[src/rtl/psma_tile_seq.sv]
// Tile sequencer for the precision-scalable MAC array: config -> RUN (beats x sub-cycles) -> DRAIN.
// Optional stall counter output perf_stall is compiled in when PSMA_SEQ_PERF_EN is defined.
module psma_tile_seq #(
    parameter int REP_W   = 16,
    parameter int OUT_W   = 6,
    parameter int BG_TEMP = 1
) (
    input  logic             clk,
    input  logic             rst_n,
    input  logic             cfg_valid,
    output logic             cfg_ready,
    input  logic [3:0]       cfg_prec,
    input  logic [REP_W-1:0] cfg_reps,
    input  logic [OUT_W-1:0] cfg_nouts,
    input  logic             abort,
    input  logic             in_valid,
    output logic             in_ready,
    output logic             mac_en,
    output logic             mac_clr,
    output logic [3:0]       mac_sub,
    output logic [OUT_W-1:0] out_sel,
    output logic             out_valid,
    input  logic             out_ready,
    output logic             out_last,
    output logic             busy,
    output logic             cfg_err
`ifdef PSMA_SEQ_PERF_EN
    ,
    output logic [31:0]      perf_stall
`endif
);

    typedef enum logic [1:0] {
        ST_IDLE  = 2'd0,
        ST_RUN   = 2'd1,
        ST_DRAIN = 2'd2
    } state_t;

    // Last sub-cycle index: each 8b operand contributes 2 bit-groups, 4b one, 2b none.
    function automatic logic [3:0] sub_max_f(input logic [3:0] prec);
        logic [2:0] nz;
        logic [4:0] sub;
        nz  = 3'(!prec[3]) + 3'(!prec[2]) + 3'(!prec[1]) + 3'(!prec[0]);
        sub = 5'd1 << nz;
        return 4'(sub - 5'd1);
    endfunction

    state_t           state_r, state_nxt_s;
    logic [3:0]       prec_r;
    logic [REP_W-1:0] reps_r, rep_cnt_r;
    logic [OUT_W-1:0] nouts_r, out_sel_r;
    logic [3:0]       sub_cnt_r;
    logic             cfg_err_r;

    logic             idle_s, run_s, drain_s;
    logic             cfg_acc_s, cfg_rej_s;
    logic             in_ready_s, beat_acc_s, mac_en_s;
    logic [3:0]       sub_max_s;
    logic [REP_W-1:0] reps_m1_s;
    logic [OUT_W-1:0] nouts_m1_s;
    logic             sub_last_s, tile_done_s, drain_last_s, drain_hs_s;

    assign idle_s       = (state_r == ST_IDLE);
    assign run_s        = (state_r == ST_RUN);
    assign drain_s      = (state_r == ST_DRAIN);
    assign cfg_acc_s    = idle_s && cfg_valid && (cfg_reps != REP_W'(0));
    assign cfg_rej_s    = idle_s && cfg_valid && (cfg_reps == REP_W'(0));
    assign sub_max_s    = (BG_TEMP != 0) ? sub_max_f(prec_r) : 4'd0;
    assign reps_m1_s    = reps_r - REP_W'(1);
    assign nouts_m1_s   = nouts_r - OUT_W'(1);
    assign in_ready_s   = run_s && (sub_cnt_r == 4'd0);
    assign beat_acc_s   = in_ready_s && in_valid;
    // Once a beat is in, its remaining sub-cycles run regardless of in_valid.
    assign mac_en_s     = beat_acc_s || (run_s && (sub_cnt_r != 4'd0));
    assign sub_last_s   = mac_en_s && (sub_cnt_r == sub_max_s);
    assign tile_done_s  = sub_last_s && (rep_cnt_r == reps_m1_s);
    assign drain_last_s = (out_sel_r == nouts_m1_s);
    assign drain_hs_s   = drain_s && out_ready;

    // State register.
    always_ff @(posedge clk or negedge rst_n) begin
        if (!rst_n) begin
            state_r <= ST_IDLE;
        end else begin
            state_r <= state_nxt_s;
        end
    end

    // Next-state decode and array/drain control outputs.
    always_comb begin
        state_nxt_s = state_r;
        cfg_ready   = 1'b0;
        busy        = 1'b1;
        in_ready    = 1'b0;
        mac_en      = 1'b0;
        mac_clr     = 1'b0;
        mac_sub     = 4'd0;
        out_valid   = 1'b0;
        out_last    = 1'b0;
        out_sel     = OUT_W'(0);
        case (state_r)
            ST_IDLE: begin
                cfg_ready = 1'b1;
                busy      = 1'b0;
                if (cfg_acc_s) begin
                    state_nxt_s = ST_RUN;
                end else begin
                    state_nxt_s = ST_IDLE;
                end
            end
            ST_RUN: begin
                in_ready = in_ready_s;
                mac_en   = mac_en_s;
                mac_clr  = beat_acc_s && (rep_cnt_r == REP_W'(0));
                mac_sub  = sub_cnt_r;
                if (abort) begin
                    state_nxt_s = ST_IDLE;
                end else if (tile_done_s) begin
                    state_nxt_s = (nouts_r != OUT_W'(0)) ? ST_DRAIN : ST_IDLE;
                end else begin
                    state_nxt_s = ST_RUN;
                end
            end
            ST_DRAIN: begin
                out_valid = 1'b1;
                out_sel   = out_sel_r;
                out_last  = drain_last_s;
                if (abort || (out_ready && drain_last_s)) begin
                    state_nxt_s = ST_IDLE;
                end else begin
                    state_nxt_s = ST_DRAIN;
                end
            end
            default: begin
                state_nxt_s = ST_IDLE;
            end
        endcase
    end

    // Config latch plus sub-cycle, repetition and drain-select counters.
    always_ff @(posedge clk or negedge rst_n) begin
        if (!rst_n) begin
            prec_r    <= 4'd0;
            reps_r    <= REP_W'(0);
            nouts_r   <= OUT_W'(0);
            sub_cnt_r <= 4'd0;
            rep_cnt_r <= REP_W'(0);
            out_sel_r <= OUT_W'(0);
        end else if (cfg_acc_s) begin
            prec_r    <= cfg_prec;
            reps_r    <= cfg_reps;
            nouts_r   <= cfg_nouts;
            sub_cnt_r <= 4'd0;
            rep_cnt_r <= REP_W'(0);
            out_sel_r <= OUT_W'(0);
        end else if (idle_s || abort) begin
            sub_cnt_r <= 4'd0;
            rep_cnt_r <= REP_W'(0);
            out_sel_r <= OUT_W'(0);
        end else begin
            if (mac_en_s) begin
                if (sub_last_s) begin
                    sub_cnt_r <= 4'd0;
                    rep_cnt_r <= tile_done_s ? REP_W'(0) : rep_cnt_r + REP_W'(1);
                end else begin
                    sub_cnt_r <= sub_cnt_r + 4'd1;
                end
            end
            if (drain_hs_s) begin
                out_sel_r <= drain_last_s ? OUT_W'(0) : out_sel_r + OUT_W'(1);
            end
        end
    end

    // Rejected zero-repetition config pulse.
    always_ff @(posedge clk or negedge rst_n) begin
        if (!rst_n) begin
            cfg_err_r <= 1'b0;
        end else begin
            cfg_err_r <= cfg_rej_s;
        end
    end

    assign cfg_err = cfg_err_r;

`ifdef PSMA_SEQ_PERF_EN
    logic [31:0] perf_stall_r;
    logic        stall_s;

    assign stall_s = (in_ready_s && !in_valid) || (drain_s && !out_ready);

    // Saturating stall counter, cleared when a tile starts and held in IDLE.
    always_ff @(posedge clk or negedge rst_n) begin
        if (!rst_n) begin
            perf_stall_r <= 32'd0;
        end else if (cfg_acc_s) begin
            perf_stall_r <= 32'd0;
        end else if (stall_s && (perf_stall_r != 32'hFFFF_FFFF)) begin
            perf_stall_r <= perf_stall_r + 32'd1;
        end else begin
            perf_stall_r <= perf_stall_r;
        end
    end

    assign perf_stall = perf_stall_r;
`endif

endmodule
[config.mk]
export PLATFORM = sky130hd
export DESIGN_NAME = psma_tile_seq
export DESIGN_NICKNAME = d
export VERILOG_FILES = /design/src/rtl/psma_tile_seq.sv
export SDC_FILE = /design/constraint.sdc
export NUM_CORES = 1
export LEC_CHECK = 0
export ABC_AREA = 1
export BUFFER_PORTS_ARGS = -buffer_cell sky130_fd_sc_hd__buf_2
export CAP_MARGIN = 20
export CORE_MARGIN = 4
export CORE_UTILIZATION = 48
export CTS_CLUSTER_SIZE = 30
export DETAILED_ROUTE_END_ITERATION = 16
export PLACE_DENSITY = 0.71
export SLEW_MARGIN = 20
export SYNTH_ARGS = -nofsm -noshare
export SYNTH_HDL_FRONTEND = slang
export SYNTH_SLANG_ARGS = --single-unit
export TNS_END_PERCENT = 5
[constraint.sdc]
create_clock -name clk -period 8.4 [get_ports clk]
set_clock_uncertainty 0.15 [all_clocks]
set_input_delay 0.42 -clock clk [delete_from_list [all_inputs] [get_ports clk]]
set_output_delay 0.42 -clock clk [all_outputs]
set_load 0.02 [all_outputs]
---- Word-level counts from Yosys, hierarchy flattened ----
Cells that the tools add are included.
storage, ports and cells
  register bits after elaboration ......... 55
  input port bits ......................... 32
  output and inout port bits .............. 18
  logic and storage cells ................. 80
operators by class
  add/sub/neg operators ................... 9
  eq/ne operators ......................... 5
  shift operators ......................... 1
  mux-type cells .......................... 28
  reductions and logical operators ........ 29
operators with widths
  kind                                                                  count
  16-bit 2-to-1 mux                                                     5
  16-bit logical NOT                                                    2
  6-bit 2-to-1 mux                                                      5
  4-bit 2-to-1 mux                                                      5
  16-bit by 1-bit adder with 16-bit output, second input constant       1
  16-bit equality test                                                  1
  16-bit nonzero test                                                   1
  16-bit by 1-bit subtractor with 16-bit output, second input constant  1
  1-bit logical AND                                                     11
  3-bit nonzero test                                                    3
  1-bit 2-to-1 mux                                                      8
  2-bit 2-to-1 mux                                                      4
  6-bit by 1-bit adder with 6-bit output, second input constant         1
  6-bit equality test                                                   1
  2-bit one-hot mux with 3 select lines                                 1
  6-bit nonzero test                                                    1
  6-bit by 1-bit subtractor with 6-bit output, second input constant    1
  4-bit by 1-bit adder with 4-bit output, second input constant         1
  4-bit equality test                                                   1
  1-bit logical NOT                                                     4
  4-bit logical NOT                                                     1
  4-bit nonzero test                                                    1
  1-bit by 3-bit << shifter with 4-bit output, first input constant     1
  4-bit by 1-bit subtractor with 4-bit output, second input constant    1
  other kinds (8)                                                       10

---- Longest topological paths before layout ----
Gate-level depths: netlist of the first run.
  depth in word-level cells ............... 14
  mapped depth ............................ 20
  depth with buffers taken out ............ 19

---- Worst setup path before layout of the first run ----
Ideal clock, no wire load.
  path kind ............................... flip-flop to flip-flop
  start point ............................. reg prec_r[2]
  end point ............................... reg rep_cnt_r[11]
  library setup time ...................... 0.121 ns
  arrival ................................. 2.920 ns
  required time ........................... 8.129 ns
  slack ................................... 5.208 ns
  stages on the path, launching flop included .. 20
  clock period less this slack ............ 3.192 ns
  path through ............................ dfrtp_1 -> fa_1 -> inv_1 -> ha_1 -> ha_1 -> inv_1 -> nand3_1 -> ha_1 -> xnor2_1 -> a21oi_1 -> nand2_1 -> nor2_4 -> nand2_1 -> inv_2 -> nand2_2 -> nor2_4 -> nand2_4 -> buf_6 -> nand2_2 -> o21ai_1
between the ends
  longest elaborated chain between the ends .. 14
  elaborated cells on any way between the ends .. 16
  classes of those cells .................. add/sub (4); eq/ne (1); shift (1); mux (5); reduce/logical (5)
RTL lines
  item                                           line  RTL
  from (decl)                                    49    logic [3:0] prec_r;
  from (signal assigned)                         150   prec_r <= cfg_prec;
  1-bit logical NOT *                            43    nz = 3'(!prec[3]) + 3'(!prec[2]) + 3'(!prec[1]) + 3'(!prec[0]);
  1-bit by 1-bit adder with 2-bit output *       43
  2-bit by 1-bit adder with 3-bit output *       43
  3-bit by 1-bit adder with 3-bit output *       43
  1-bit by 3-bit << shifter with 4-bit output *  44    sub = 5'd1 << nz;
  4-bit by 1-bit subtractor with 4-bit output *  45    return 4'(sub - 5'd1);
  4-bit equality test *                          75    assign sub_last_s = mac_en_s && (sub_cnt_r == sub_max_s);
  1-bit logical AND *                            75
  1-bit logical AND                              76    assign tile_done_s = sub_last_s && (rep_cnt_r == reps_m1_s);
  16-bit 2-to-1 mux                              164   rep_cnt_r <= tile_done_s ? REP_W'(0) : rep_cnt_r + REP_W'(1);
  16-bit 2-to-1 mux                              162   if (sub_last_s) begin
  16-bit 2-to-1 mux                              161   if (mac_en_s) begin
  16-bit 2-to-1 mux                              156   end else if (idle_s || abort) begin
  16-bit 2-to-1 mux                              149   end else if (cfg_acc_s) begin
  to (signal assigned)                           164
  to (decl)                                      50    logic [REP_W-1:0] reps_r, rep_cnt_r;
Mark *: on every way between the ends. The rest lies on a longest branch, timed or not. The select of a mux whose other input is x is not followed.
A chain may end at the register's enable or synchronous reset.

---- Worst setup path in the final report of the first run ----
  start point ............................. reg prec_r[2]
  end point ............................... reg rep_cnt_r[14]
The elaborated chain is that of the path after synthesis.

==> impl_table.tex, run 1 <==
\begin{tabular}{lr}
\hline
Metric & Value \\
\hline
\multicolumn{2}{l}{\textbf{Clocking}} \\
\quad Number of buffers inserted by hold repair at cts & 0 \\
\quad Clock root buffer & sky130\_fd\_sc\_hd\_\_clkbuf\_8 \\
\quad Buffers inserted during post-CTS setup optimization & 0 \\
\quad Cts repair resizes & 0 \\
\quad TritonCTS clock tree & done \\
\quad Clock Pin Slew Worst Setup and Hold Paths & 0.10 ns \\
\quad Later-pin clock latency in the skew report & 0.31 ns \\
\quad Number of levels in the clock H-tree & 2 \\
\quad Clock sink count & 55 \\
\quad Maximum number of buffers from clock root to sink & 2 \\
\quad Total CTS buffers & 5 \\
\multicolumn{2}{l}{\textbf{Synthesis}} \\
\quad Count of flip-flops with a built-in enable after synthesis & 0 \\
\quad Dominant synthesized flop cell & sky130\_fd\_sc\_hd\_\_dfrtp\_1 \\
\quad Number of flip-flops and latches in the synthesized netlist & 55 \\
\quad Area of the mapped netlist & 3830 um\^{}2 \\
\quad Synthesized area divided by synthesized cell count & 7.42 um\^{}2 \\
\quad Cells after Synth & 516 \\
\quad Syn Nets & 559 \\
\quad Post-synthesis async set-or-reset flop share & 100\% \\
\quad Part of the Yosys area used for sequential elements & 36.0\% \\
\quad Post-synthesis cell type count & 35 \\
\quad Count of synthesis-stage warnings from yosys & 0 \\
\multicolumn{2}{l}{\textbf{Power and ir drop}} \\
\quad Power share of the sequential group & 41.1\% \\
\quad Switching share of power & 37.2\% \\
\quad Int Pwr & 502 uW \\
\quad Clock network fraction of design power & 23.5\% \\
\quad Power per standard cell area & 187 nW/um\^{}2 \\
\quad Highest ir drop seen on vdd & 0.117 mV \\
\quad Leak pwr & 0.00209 uW \\
\quad Combinational group share of total power & 35.3\% \\
\quad Net switching component of the power & 297 uW \\
\multicolumn{2}{l}{\textbf{Global route}} \\
\quad GR Util met3 & 2.94\% \\
\quad Via count of the first global-routing pass & 3451 \\
\quad Antenna violations before repair & 0 \\
\quad Pin count of the biggest net entering global routing & 56 \\
\quad First-pass GRT wire length & 15400 um \\
\quad Met1 layer usage reported by global route & 25.0\% \\
\quad Layer with the highest usage & met2 \\
\quad Met2 global-route usage & 34.0\% \\
\quad Total routing resource utilization after global routing & 19.4\% \\
\quad Total gr overflow & 0 \\
\multicolumn{2}{l}{\textbf{Placed design}} \\
\quad Count of input and output buffers & 49 \\
\quad Gp weighted congestion & 0.853 \\
\quad Number of placed instances, taps included & 660 \\
\quad Total half-perimeter wirelength after legalization and detailed placement & 7030 um \\
\multicolumn{2}{l}{\textbf{Detailed routing}} \\
\quad ANT nets after route & 0 \\
\quad Overall routed net length & 9070 um \\
\quad Via-to-Cell Ratio & 5.17 \\
\quad Count of routing violations after the opening detailed-route iteration & 135 \\
\quad Drt pass-1 iters & 5 \\
\quad DR DRC count & 0 \\
\quad WL/cell & 13.6 um \\
\quad Total via count after detailed routing & 3456 \\
\multicolumn{2}{l}{\textbf{Setup path}} \\
\quad Largest delay share family, worst path & adder cells \\
\quad Top fanout value on the critical path & 21 \\
\quad Critical path buffers and inverters & 3 \\
\quad Critical path, cell by cell & fa\_1 -> inv\_1 -> ha\_1 -> ha\_1 -> inv\_1 -> nand3\_1 -> ha\_1 -> xnor2\_1 -> a21oi\_1 -> nand2\_1 -> nor2\_4 -> nor2\_4 -> inv\_1 -> o21ai\_0 -> o21ai\_1 \\
\quad Startpoint types & flip-flop \\
\quad Slowest stage delay, CP & 0.57 ns \\
\quad Worst setup path category & flip-flop to flip-flop \\
\quad Data arrival time of the worst path & 3.84 ns \\
\quad Type of destination of the critical path & flip-flop \\
\quad Critical path data required time & 8.49 ns \\
\quad Library cell contributing the largest single delay on the critical path & sky130\_fd\_sc\_hd\_\_inv\_1 \\
\multicolumn{2}{l}{\textbf{Floorplan}} \\
\quad I/O Pins & 50 \\
\quad Chip Width & 97.3 um \\
\quad Die area & 9460 um\^{}2 \\
\quad Effective utilization at floorplan & 49.5\% \\
\quad Cell row count & 32 \\
\quad Core footprint & 7730 um\^{}2 \\
\quad Die boundary height & 97.3 um \\
\multicolumn{2}{l}{\textbf{STA}} \\
\quad Fin Setup TNS & 0 ns \\
\quad Number of hold violations in the final report & 0 \\
\quad Transition time of the tightest slew-check pin & 0.750 ns \\
\quad Slew margin rel. & 50.0\% \\
\quad Final period util & 44.7\% \\
\quad Setup Viol. Count Final & 0 \\
\quad Final Max Slew Viols & 0 \\
\quad Maximum frequency from static timing analysis & 266 MHz \\
\quad Unrepaired setup endpoints after global routing & no \\
\quad Clock period minus worst slack & 3.75 ns \\
\multicolumn{2}{l}{\textbf{Layout}} \\
\quad Number of standard cells in the layout, taps in and fillers out & 668 \\
\quad Relative area change from synthesis to final layout & 11.9\% \\
\quad Final layout net count & 608 \\
\quad Commonest cells after routing, fill and taps aside & sky130\_fd\_sc\_hd\_\_nand2\_1, sky130\_fd\_sc\_hd\_\_inv\_1, sky130\_fd\_sc\_hd\_\_nor2\_1 \\
\quad Most common cell after layout, fill and taps aside & sky130\_fd\_sc\_hd\_\_nand2\_1 \\
\quad Fraction of layout cells with a size suffix above 1 & 20.7\% \\
\quad Ant diodes & 0 \\
\multicolumn{2}{l}{\textbf{Outcome}} \\
\quad Outcome & completed \\
\multicolumn{2}{l}{\textbf{Min path}} \\
\quad Hold/Removal Path Class & primary input to async pin \\
\multicolumn{2}{l}{\textbf{Run}} \\
\quad Number of maximum-capacitance constraint violations & 0 \\
\hline
\end{tabular}
-- final timing paths --
kind | from | to | slack [ns] | depth (start not counted)
max in group asynchronous | rst_n | rep_cnt_r[8] | 7.54 | 2
max reg2reg | prec_r[2] | rep_cnt_r[14] | 4.65 | 15
min | rst_n | rep_cnt_r[11] | 0.07 | 2
max | prec_r[2] | rep_cnt_r[14] | 4.65 | 15
min in group clk | abort | state_r[1] | 0.12 | 2
min reg2reg | prec_r[1] | prec_r[1] | 0.39 | 2
-- cells in the mapped netlist, types with 9 or more instances --
cell type                  n  area (um^2)
sky130_fd_sc_hd__ha_1     10          125
sky130_fd_sc_hd__a21oi_1  24          120
sky130_fd_sc_hd__xor2_1   20          175
sky130_fd_sc_hd__nand2_1  98          368
sky130_fd_sc_hd__nor2_1   64          240
sky130_fd_sc_hd__inv_2    15         56.3
sky130_fd_sc_hd__o21ai_0  10         50.1
sky130_fd_sc_hd__o21ai_1  19         95.1
sky130_fd_sc_hd__nand3_1  42          210
sky130_fd_sc_hd__nor2_2    9         56.3
sky130_fd_sc_hd__xnor2_1  12          105
sky130_fd_sc_hd__inv_1    64          240
sky130_fd_sc_hd__dfrtp_1  55         1380
-- kinds of logic (layout without fill, tap and decap cells) --
logic type,after synthesis,count (layout),share of synthesized area [%]
DFF,55,55,36.0
buffers and inverters,88,138,9.06
and+or+nand+nor,265,265,33.9
muxes,8,8,2.35
AOI/OAI and AO/OA,57,57,7.62
adders and majority gates,11,11,3.79
xor gates and xnor gates,32,32,7.33
-- registers in the layout, summed over array words and instances (netlist names) --
register,flops
state_r,2
rep_cnt_r,16
nouts_r,6
cfg_err,1
reps_r,16
sub_cnt_r,4
out_sel_r,6
prec_r,4
-- metrics by stage --
step / util [%] / worst slack, ns / hold slack [ns] / cell area [um^2] / total power, uW
final: 55.4 / 4.65 / 0.0702 / 4280 / 800
after global routing: 55.4 / 4.38 / 0.146 / 4280 / 859
after CTS: 55.4 / 4.70 / 0.115 / 4280 / 804
after detailed placement: 53.9 / 4.72 / 0.372 / 4160 / 617
after global placement: 53.9 / 4.86 / 0.352 / 4160 / 604
after floorplan: - / 5.21 / -0.0256 / 3830 / 547
-- per-layer routing --
metal	up-vias	share of wire, %
li1	1746	-
met1	1634	46
met2	70	49
met3	6	3.7
met4	0	0.71
met5	-	0
-- worst register-to-register path, delay by kind of cell, from the launching register on --
kind                       cells  cell delay (ns)
adders and majority gates      4             1.32
buffers and inverters          3             0.71
and+or+nand+nor                4             0.47
xor gates and xnor gates       1             0.13
AOI/OAI and AO/OA              3             0.49
DFF                            1             0.41
-- cell type report --
| type | instances | area, um^2 |
|---|---|---|
| fill | 749 | 3450 |
| multi-input combinational | 373 | 2100 |
| sequential | 55 | 1380 |
| inverter | 79 | 297 |
| timing repair buffer | 51 | 260 |
| tap | 102 | 128 |
| clock buffer | 6 | 82.6 |
| clock inverter | 2 | 35.0 |
-- power by group through the flow --
stage	clock [uW]	combinational (uW)	sequential, uW
2_1_floorplan	0	223	324
3_3_place_gp	0	273	332
3_5_place_dp	0	283	333
4_1_cts	191	285	328
5_1_grt	200	326	333
6_report	188	283	329
(Power assumes the default switching activity.)
==> inputs of run 2 (changes only) <==
Clock period 8.4 ns to 3.7 ns, I/O delays scaled along.
==> run 2 against run 1 <==
Against the previous run:
- die area unchanged
- sequential share of layout area is 1.7 points lower
- critical path depth increased by 1
- via count grew 3.6%
- non-clock buffer count is 27 higher
- global-route usage grew 0.93 points
- final area increased by 5.6%
- combinational power up 140%
- clock-buffer cell count stayed put
- setup slack worse by 4.5 ns
- clock power increased by 82%
- worst hold slack lost 0.068 ns
- critical path type unchanged
- critical endpoint is now rep_cnt_r[4]
- largest cell class unchanged
- largest power group unchanged
==> impl_table.tex, run 2 (synthesis gave the netlist of run 1 again) <==
\begin{tabular}{lr}
\hline
Metric & Value \\
\hline
\multicolumn{2}{l}{\textbf{STA}} \\
\quad Minimum setup slack in the final design & 0.183 ns \\
\quad Unrepaired setup endpoints after global routing & no \\
\quad Final period util & 95.1\% \\
\quad Final Max Slew Viols & 0 \\
\quad Number of hold violations in the final report & 0 \\
\quad Transition time of the tightest slew-check pin & 0.503 ns \\
\quad Fin Setup TNS & 0 ns \\
\quad Slew margin rel. & 66.5\% \\
\quad Clock period minus worst slack & 3.52 ns \\
\quad Setup Viol. Count Final & 0 \\
\quad Maximum frequency from static timing analysis & 284 MHz \\
\multicolumn{2}{l}{\textbf{Setup path}} \\
\quad Data arrival time of the worst path & 3.56 ns \\
\quad Slowest stage delay, CP & 0.55 ns \\
\quad Type of destination of the critical path & flip-flop \\
\quad Critical path buffers and inverters & 4 \\
\quad Startpoint types & flip-flop \\
\quad Largest delay share family, worst path & adder cells \\
\quad Critical path data required time & 3.75 ns \\
\quad Library cell contributing the largest single delay on the critical path & sky130\_fd\_sc\_hd\_\_fa\_1 \\
\quad Worst setup path category & flip-flop to flip-flop \\
\quad Top fanout value on the critical path & 11 \\
\quad Critical path, cell by cell & fa\_1 -> inv\_1 -> ha\_1 -> ha\_1 -> inv\_1 -> nand3\_1 -> ha\_1 -> xnor2\_1 -> a21oi\_1 -> nand2\_1 -> nor2\_4 -> nor2\_4 -> clkinvlp\_4 -> buf\_4 -> nand3\_1 -> o21ai\_1 \\
\quad Most used cell, CP & sky130\_fd\_sc\_hd\_\_ha\_1 \\
\multicolumn{2}{l}{\textbf{Floorplan}} \\
\quad Cell row count & 32 \\
\quad Die area & 9460 um\^{}2 \\
\quad Effective utilization at floorplan & 49.5\% \\
\quad I/O Pins & 50 \\
\quad Chip Width & 97.3 um \\
\quad Die boundary height & 97.3 um \\
\quad Core footprint & 7730 um\^{}2 \\
\multicolumn{2}{l}{\textbf{Global route}} \\
\quad Total gr overflow & 0 \\
\quad Antenna violations before repair & 0 \\
\quad Total routing resource utilization after global routing & 20.3\% \\
\quad First-pass GRT wire length & 16200 um \\
\quad Pin count of the biggest net entering global routing & 46 \\
\quad Via count of the first global-routing pass & 3558 \\
\multicolumn{2}{l}{\textbf{Clocking}} \\
\quad Later-pin clock latency in the skew report & 0.31 ns \\
\quad Clock Pin Slew Worst Setup and Hold Paths & 0.10 ns \\
\quad Total CTS buffers & 5 \\
\quad Number of levels in the clock H-tree & 2 \\
\quad Maximum number of buffers from clock root to sink & 2 \\
\quad TritonCTS clock tree & done \\
\quad Clock sink count & 55 \\
\quad Clock root buffer & sky130\_fd\_sc\_hd\_\_clkbuf\_8 \\
\multicolumn{2}{l}{\textbf{Layout}} \\
\quad Final layout net count & 636 \\
\quad Ant diodes & 0 \\
\quad Final-layout fill cell count & 693 \\
\quad Post-layout util & 58.5\% \\
\quad Cell area after layout & 4520 um\^{}2 \\
\quad Number of standard cells in the layout, taps in and fillers out & 695 \\
\quad Commonest cells after routing, fill and taps aside & sky130\_fd\_sc\_hd\_\_nand2\_1, sky130\_fd\_sc\_hd\_\_nor2\_1, sky130\_fd\_sc\_hd\_\_inv\_1 \\
\quad Most common cell after layout, fill and taps aside & sky130\_fd\_sc\_hd\_\_nand2\_1 \\
\quad Relative area change from synthesis to final layout & 18.1\% \\
\quad Fraction of layout cells with a size suffix above 1 & 20.6\% \\
\quad Leading registers by flop count & rep\_cnt\_r x16, reps\_r x16 \\
\multicolumn{2}{l}{\textbf{Power and ir drop}} \\
\quad Int Pwr & 1090 uW \\
\quad Switching share of power & 38.0\% \\
\quad Power per standard cell area & 390 nW/um\^{}2 \\
\quad Highest ir drop seen on vdd & 0.309 mV \\
\quad Net switching component of the power & 669 uW \\
\quad Power share of the sequential group & 42.4\% \\
\quad Combinational group share of total power & 38.2\% \\
\quad Clock network fraction of design power & 19.4\% \\
\quad Leak pwr & 0.00219 uW \\
\multicolumn{2}{l}{\textbf{Detailed routing}} \\
\quad ANT nets after route & 0 \\
\quad DR DRC count & 0 \\
\quad Overall routed net length & 9650 um \\
\quad Drt pass-1 iters & 5 \\
\quad Count of routing violations after the opening detailed-route iteration & 214 \\
\quad Via-to-Cell Ratio & 5.15 \\
\quad Total via count after detailed routing & 3582 \\
\quad WL/cell & 13.9 um \\
\multicolumn{2}{l}{\textbf{Placed design}} \\
\quad Total half-perimeter wirelength after legalization and detailed placement & 7220 um \\
\quad Gp weighted congestion & 0.899 \\
\quad Count of input and output buffers & 49 \\
\quad Placement-stage worst setup slack & 0.200 ns \\
\quad Total cell area at the placement stage & 4180 um\^{}2 \\
\quad Number of placed instances, taps included & 662 \\
\multicolumn{2}{l}{\textbf{Outcome}} \\
\quad Outcome & completed \\
\multicolumn{2}{l}{\textbf{Run}} \\
\quad Number of maximum-capacitance constraint violations & 0 \\
\multicolumn{2}{l}{\textbf{Min path}} \\
\quad Hold/Removal Path Class & primary input to flip-flop \\
\hline
\end{tabular}
[run 2: cell count changes in the layout (fill, tap and decap cells not counted)]
cell / delta
sky130_fd_sc_hd__clkinvlp_2: +1
sky130_fd_sc_hd__inv_1: -1
sky130_fd_sc_hd__clkinvlp_4: +1
sky130_fd_sc_hd__dlygate4sd3_1: +23
sky130_fd_sc_hd__buf_4: +4
sky130_fd_sc_hd__bufinv_16: -1
[run 2: layout make-up]
| type | count | area [um^2] | area share (%) |
|---|---|---|---|
| tap | 102 | 128 | 2.82 |
| clock buffer | 6 | 82.6 | 1.83 |
| sequential | 55 | 1380 | 30.4 |
| multi-input combinational | 373 | 2100 | 46.5 |
| timing repair buffer | 78 | 520 | 11.5 |
| timing repair inverter | 1 | 5.00 | 0.111 |
| clock inverter | 1 | 5.00 | 0.111 |
| inverter | 79 | 300 | 6.64 |
[run 2: layer usage]
metal	part of all wire [%]	global-route usage [%]	vias up
met5	0	0	-
li1	-	-	1800
met4	1.1	4.90	0
met3	4.8	3.37	12
met2	49	34.6	119
met1	45	27.0	1651
[run 2: final timing paths]
path	from	to	slack, ns	depth (start not counted)
min	cfg_reps[15]	reps_r[15]	0.002	3
min in group asynchronous	rst_n	reps_r[12]	0.21	2
max reg2reg	prec_r[2]	rep_cnt_r[4]	0.18	16
max	prec_r[2]	rep_cnt_r[4]	0.18	16
min reg2reg	prec_r[1]	prec_r[1]	0.39	2
max in group asynchronous	rst_n	reps_r[1]	2.31	3
[run 2: metrics by stage]
| stage | total power [uW] | hold WS, ns |
|---|---|---|
| 4_1_cts | 1770 | 0.00108 |
| 6_report | 1760 | 0.00233 |
| 5_1_grt | 1910 | 0.00989 |
| 3_5_place_dp | 1400 | 0.0355 |
| 2_1_floorplan | 1240 | -0.261 |
| 3_3_place_gp | 1380 | 0.0207 |
[run 2: tightest hold or removal path: stages]
cell,delay [ns]
sky130_fd_sc_hd__buf_2,0.09
sky130_fd_sc_hd__nor2_1,0.04
sky130_fd_sc_hd__a21oi_1,0.10
[run 2: power groups by stage]
| stage | Combinational [uW] | Sequential [uW] | Clock, uW |
|---|---|---|---|
| 3_3_place_gp | 622 | 754 | 0 |
| 6_report | 674 | 746 | 342 |
| 3_5_place_dp | 645 | 758 | 0 |
| 2_1_floorplan | 506 | 737 | 0 |
| 5_1_grt | 772 | 757 | 378 |
| 4_1_cts | 666 | 746 | 354 |
[run 2: what timing repair did]
item                       in CTS  in global routing
setup endpoints to repair       0                  9
resized for setup               0                  1
hold endpoints to repair       41                  1
hold buffers                   22                  1
buffers inserted                0                  2
==> inputs of run 3 (changes only) <==
Settings changed: BUFFER_PORTS_ARGS -buffer_cell sky130_fd_sc_hd__buf_2 to not set, DONT_BUFFER_PORTS set to 1, PLACE_DENSITY 0.71 to 0.66, REMOVE_ABC_BUFFERS set to 1.
==> run 3 against run 2 <==
Against the previous run:
- power shrank 1.5%
- via count is 7.5% lower
- clock-buffer cell count unchanged
- highest routed layer unchanged
==> impl_table.tex, run 3 (synthesis gave the netlist of run 1 again) <==
\begin{tabular}{lr}
\hline
Metric & Value \\
\hline
\multicolumn{2}{l}{\textbf{Global route}} \\
\quad Total gr overflow & 0 \\
\quad Pin count of the biggest net entering global routing & 56 \\
\quad First-pass GRT wire length & 15000 um \\
\quad Via count of the first global-routing pass & 3228 \\
\quad Antenna violations before repair & 0 \\
\quad Total routing resource utilization after global routing & 19.0\% \\
\multicolumn{2}{l}{\textbf{Setup path}} \\
\quad First element of the critical path & prec\_r[2] \\
\quad Top fanout value on the critical path & 10 \\
\quad Critical path buffers and inverters & 4 \\
\quad Critical path, cell by cell & fa\_1 -> inv\_1 -> ha\_1 -> ha\_1 -> inv\_1 -> nand3\_1 -> ha\_1 -> xnor2\_1 -> a21oi\_1 -> nand2\_1 -> nor2\_4 -> nor2\_4 -> inv\_1 -> buf\_4 -> nand3\_2 -> o21ai\_1 \\
\quad Terminus of the critical flop-to-flop path & rep\_cnt\_r[5] \\
\quad Library cell contributing the largest single delay on the critical path & sky130\_fd\_sc\_hd\_\_fa\_1 \\
\quad Type of destination of the critical path & flip-flop \\
\quad Reg-to-Reg Start & prec\_r[2] \\
\quad Data arrival time of the worst path & 3.53 ns \\
\quad Slowest stage delay, CP & 0.54 ns \\
\quad Worst setup path category & flip-flop to flip-flop \\
\quad Total number of cells along the worst setup path & 16 \\
\quad Worst R2R Path Depth & 16 \\
\quad Critical path data required time & 3.78 ns \\
\quad Startpoint types & flip-flop \\
\quad Largest delay share family, worst path & adder cells \\
\quad R2R setup slack & 0.25 ns \\
\quad Last element of the critical path & rep\_cnt\_r[5] \\
\multicolumn{2}{l}{\textbf{Floorplan}} \\
\quad Core footprint & 7730 um\^{}2 \\
\quad Die boundary height & 97.3 um \\
\quad I/O Pins & 50 \\
\quad Chip Width & 97.3 um \\
\quad Effective utilization at floorplan & 49.5\% \\
\quad Die area & 9460 um\^{}2 \\
\quad Cell row count & 32 \\
\multicolumn{2}{l}{\textbf{Clocking}} \\
\quad Later-pin clock latency in the skew report & 0.30 ns \\
\quad Maximum number of buffers from clock root to sink & 2 \\
\quad Total CTS buffers & 5 \\
\quad Clock sink count & 55 \\
\quad TritonCTS clock tree & done \\
\quad Number of levels in the clock H-tree & 2 \\
\quad Clock Pin Slew Worst Setup and Hold Paths & 0.10 ns \\
\quad Cts repair resizes & 0 \\
\quad Clock root buffer & sky130\_fd\_sc\_hd\_\_clkbuf\_8 \\
\multicolumn{2}{l}{\textbf{Layout}} \\
\quad Relative area change from synthesis to final layout & 13.3\% \\
\quad Number of standard cells in the layout, taps in and fillers out & 649 \\
\quad Ant diodes & 0 \\
\quad Most common cell after layout, fill and taps aside & sky130\_fd\_sc\_hd\_\_nand2\_1 \\
\quad Final layout net count & 590 \\
\quad Fraction of layout cells with a size suffix above 1 & 12.8\% \\
\quad Post-layout util & 56.1\% \\
\quad Commonest cells after routing, fill and taps aside & sky130\_fd\_sc\_hd\_\_nand2\_1, sky130\_fd\_sc\_hd\_\_inv\_1, sky130\_fd\_sc\_hd\_\_nor2\_1 \\
\quad Leading registers by flop count & rep\_cnt\_r x16, reps\_r x16 \\
\multicolumn{2}{l}{\textbf{Placed design}} \\
\quad Gp weighted congestion & 0.849 \\
\quad Count of input and output buffers & 0 \\
\quad Number of placed instances, taps included & 612 \\
\quad Total half-perimeter wirelength after legalization and detailed placement & 6770 um \\
\multicolumn{2}{l}{\textbf{STA}} \\
\quad Unrepaired setup endpoints after global routing & no \\
\quad Setup Viol. Count Final & 0 \\
\quad Fin Setup TNS & 0 ns \\
\quad Final Max Slew Viols & 0 \\
\quad Final period util & 93.3\% \\
\quad Slew margin rel. & 32.7\% \\
\quad Clock period minus worst slack & 3.45 ns \\
\quad Transition time of the tightest slew-check pin & 1.00 ns \\
\quad Number of hold violations in the final report & 0 \\
\quad Maximum frequency from static timing analysis & 290 MHz \\
\multicolumn{2}{l}{\textbf{Min path}} \\
\quad Hold/Removal Path Class & primary input to flip-flop \\
\multicolumn{2}{l}{\textbf{Run}} \\
\quad Number of maximum-capacitance constraint violations & 0 \\
\multicolumn{2}{l}{\textbf{Detailed routing}} \\
\quad Drt pass-1 iters & 5 \\
\quad Met3 Routed Length & 493 um \\
\quad ANT nets after route & 0 \\
\quad Post-route met1 wirelength & 3970 um \\
\quad Detail Route met2 WL & 4250 um \\
\quad Via-to-Cell Ratio & 5.11 \\
\quad Overall routed net length & 8830 um \\
\quad Max Used Layer & met4 \\
\quad Count of routing violations after the opening detailed-route iteration & 138 \\
\quad WL/cell & 13.6 um \\
\quad DR DRC count & 0 \\
\quad Total via count after detailed routing & 3314 \\
\multicolumn{2}{l}{\textbf{Power and ir drop}} \\
\quad Power share of the sequential group & 42.8\% \\
\quad Leak pwr & 0.00200 uW \\
\quad Clock network fraction of design power & 20.0\% \\
\quad Highest ir drop seen on vdd & 0.230 mV \\
\quad Int Pwr & 1080 uW \\
\quad Combinational group share of total power & 37.1\% \\
\quad Overall power of the completed layout & 1730 uW \\
\quad Power per standard cell area & 400 nW/um\^{}2 \\
\quad Switching share of power & 38.0\% \\
\quad Net switching component of the power & 659 uW \\
\multicolumn{2}{l}{\textbf{Outcome}} \\
\quad Outcome & completed \\
\hline
\end{tabular}
[run 3: cell types whose count changed in the layout (fill, tap and decap cells not counted), sizes merged]
cell and delta:
dlygate4sd3 +6, clkinvlp -2, buf -51, inv +1
[run 3: area by class of cell]
| class | instances | area, um^2 |
|---|---|---|
| Multi-Input combinational cell | 373 | 2110 |
| Clock buffer | 6 | 82.6 |
| Inverter | 79 | 297 |
| Timing Repair Buffer | 33 | 340 |
| Sequential cell | 55 | 1380 |
| Tap cell | 102 | 128 |
| Clock inverter | 1 | 5.00 |
| Fill cell | 692 | 3390 |
[run 3: stage by stage]
| stage | cell area (um^2) | hold slack [ns] | setup WS [ns] |
|---|---|---|---|
| CTS | 4340 | 0.0160 | 0.251 |
| detailed placement | 3930 | -0.259 | 0.275 |
| floorplan | 3780 | -0.261 | 0.417 |
| global route | 4340 | 0.0268 | 0.00445 |
| global placement | 3930 | -0.259 | 0.385 |
| finish | 4340 | 0.0278 | 0.248 |
[run 3: worst reg2reg max path: stages (launching register included)]
cell,delay (ns)
sky130_fd_sc_hd__dfrtp_1,0.41
sky130_fd_sc_hd__fa_1,0.54
sky130_fd_sc_hd__inv_1,0.04
sky130_fd_sc_hd__ha_1,0.17
sky130_fd_sc_hd__ha_1,0.29
sky130_fd_sc_hd__inv_1,0.09
sky130_fd_sc_hd__nand3_1,0.11
sky130_fd_sc_hd__ha_1,0.32
sky130_fd_sc_hd__xnor2_1,0.13
sky130_fd_sc_hd__a21oi_1,0.11
sky130_fd_sc_hd__nand2_1,0.10
sky130_fd_sc_hd__nor2_4,0.18
sky130_fd_sc_hd__nor2_4,0.08
sky130_fd_sc_hd__inv_1,0.27
sky130_fd_sc_hd__buf_4,0.22
sky130_fd_sc_hd__nand3_2,0.07
sky130_fd_sc_hd__o21ai_1,0.09
[run 3: worst min path at each step]
| stage | startpoint | end | slack [ns] | cells after the start |
|---|---|---|---|---|
| CTS | out_ready | out_sel_r[1] | 0.02 | 4 |
| detailed placement | rst_n | reps_r[3] | -0.26 | 0 |
| global placement | rst_n | reps_r[1] | -0.26 | 0 |
| floorplan | rst_n | cfg_err | -0.26 | 0 |
| finish | out_ready | out_sel_r[1] | 0.03 | 4 |
| global route | cfg_reps[10] | cfg_err | 0.03 | 3 |
[run 3: what timing repair did]
action	4_1_cts	5_1_grt
hold endpoints to repair	84	0
buffers inserted	0	0
hold buffers	30	0
[run 3: power groups by stage]
stage	logic [uW]	registers (uW)	clock network (uW)
after floorplan	501	737	0
after global placement	589	754	0
after detailed placement	608	755	0
after CTS	650	744	362
after global routing	733	755	383
final	644	743	347
[run 3: per-layer routing]
layer	vias up	track usage [%]
met2	99	31.6
met1	1499	25.1
met4	0	4.79
met3	10	4.52
li1	1706	-
met5	-	0
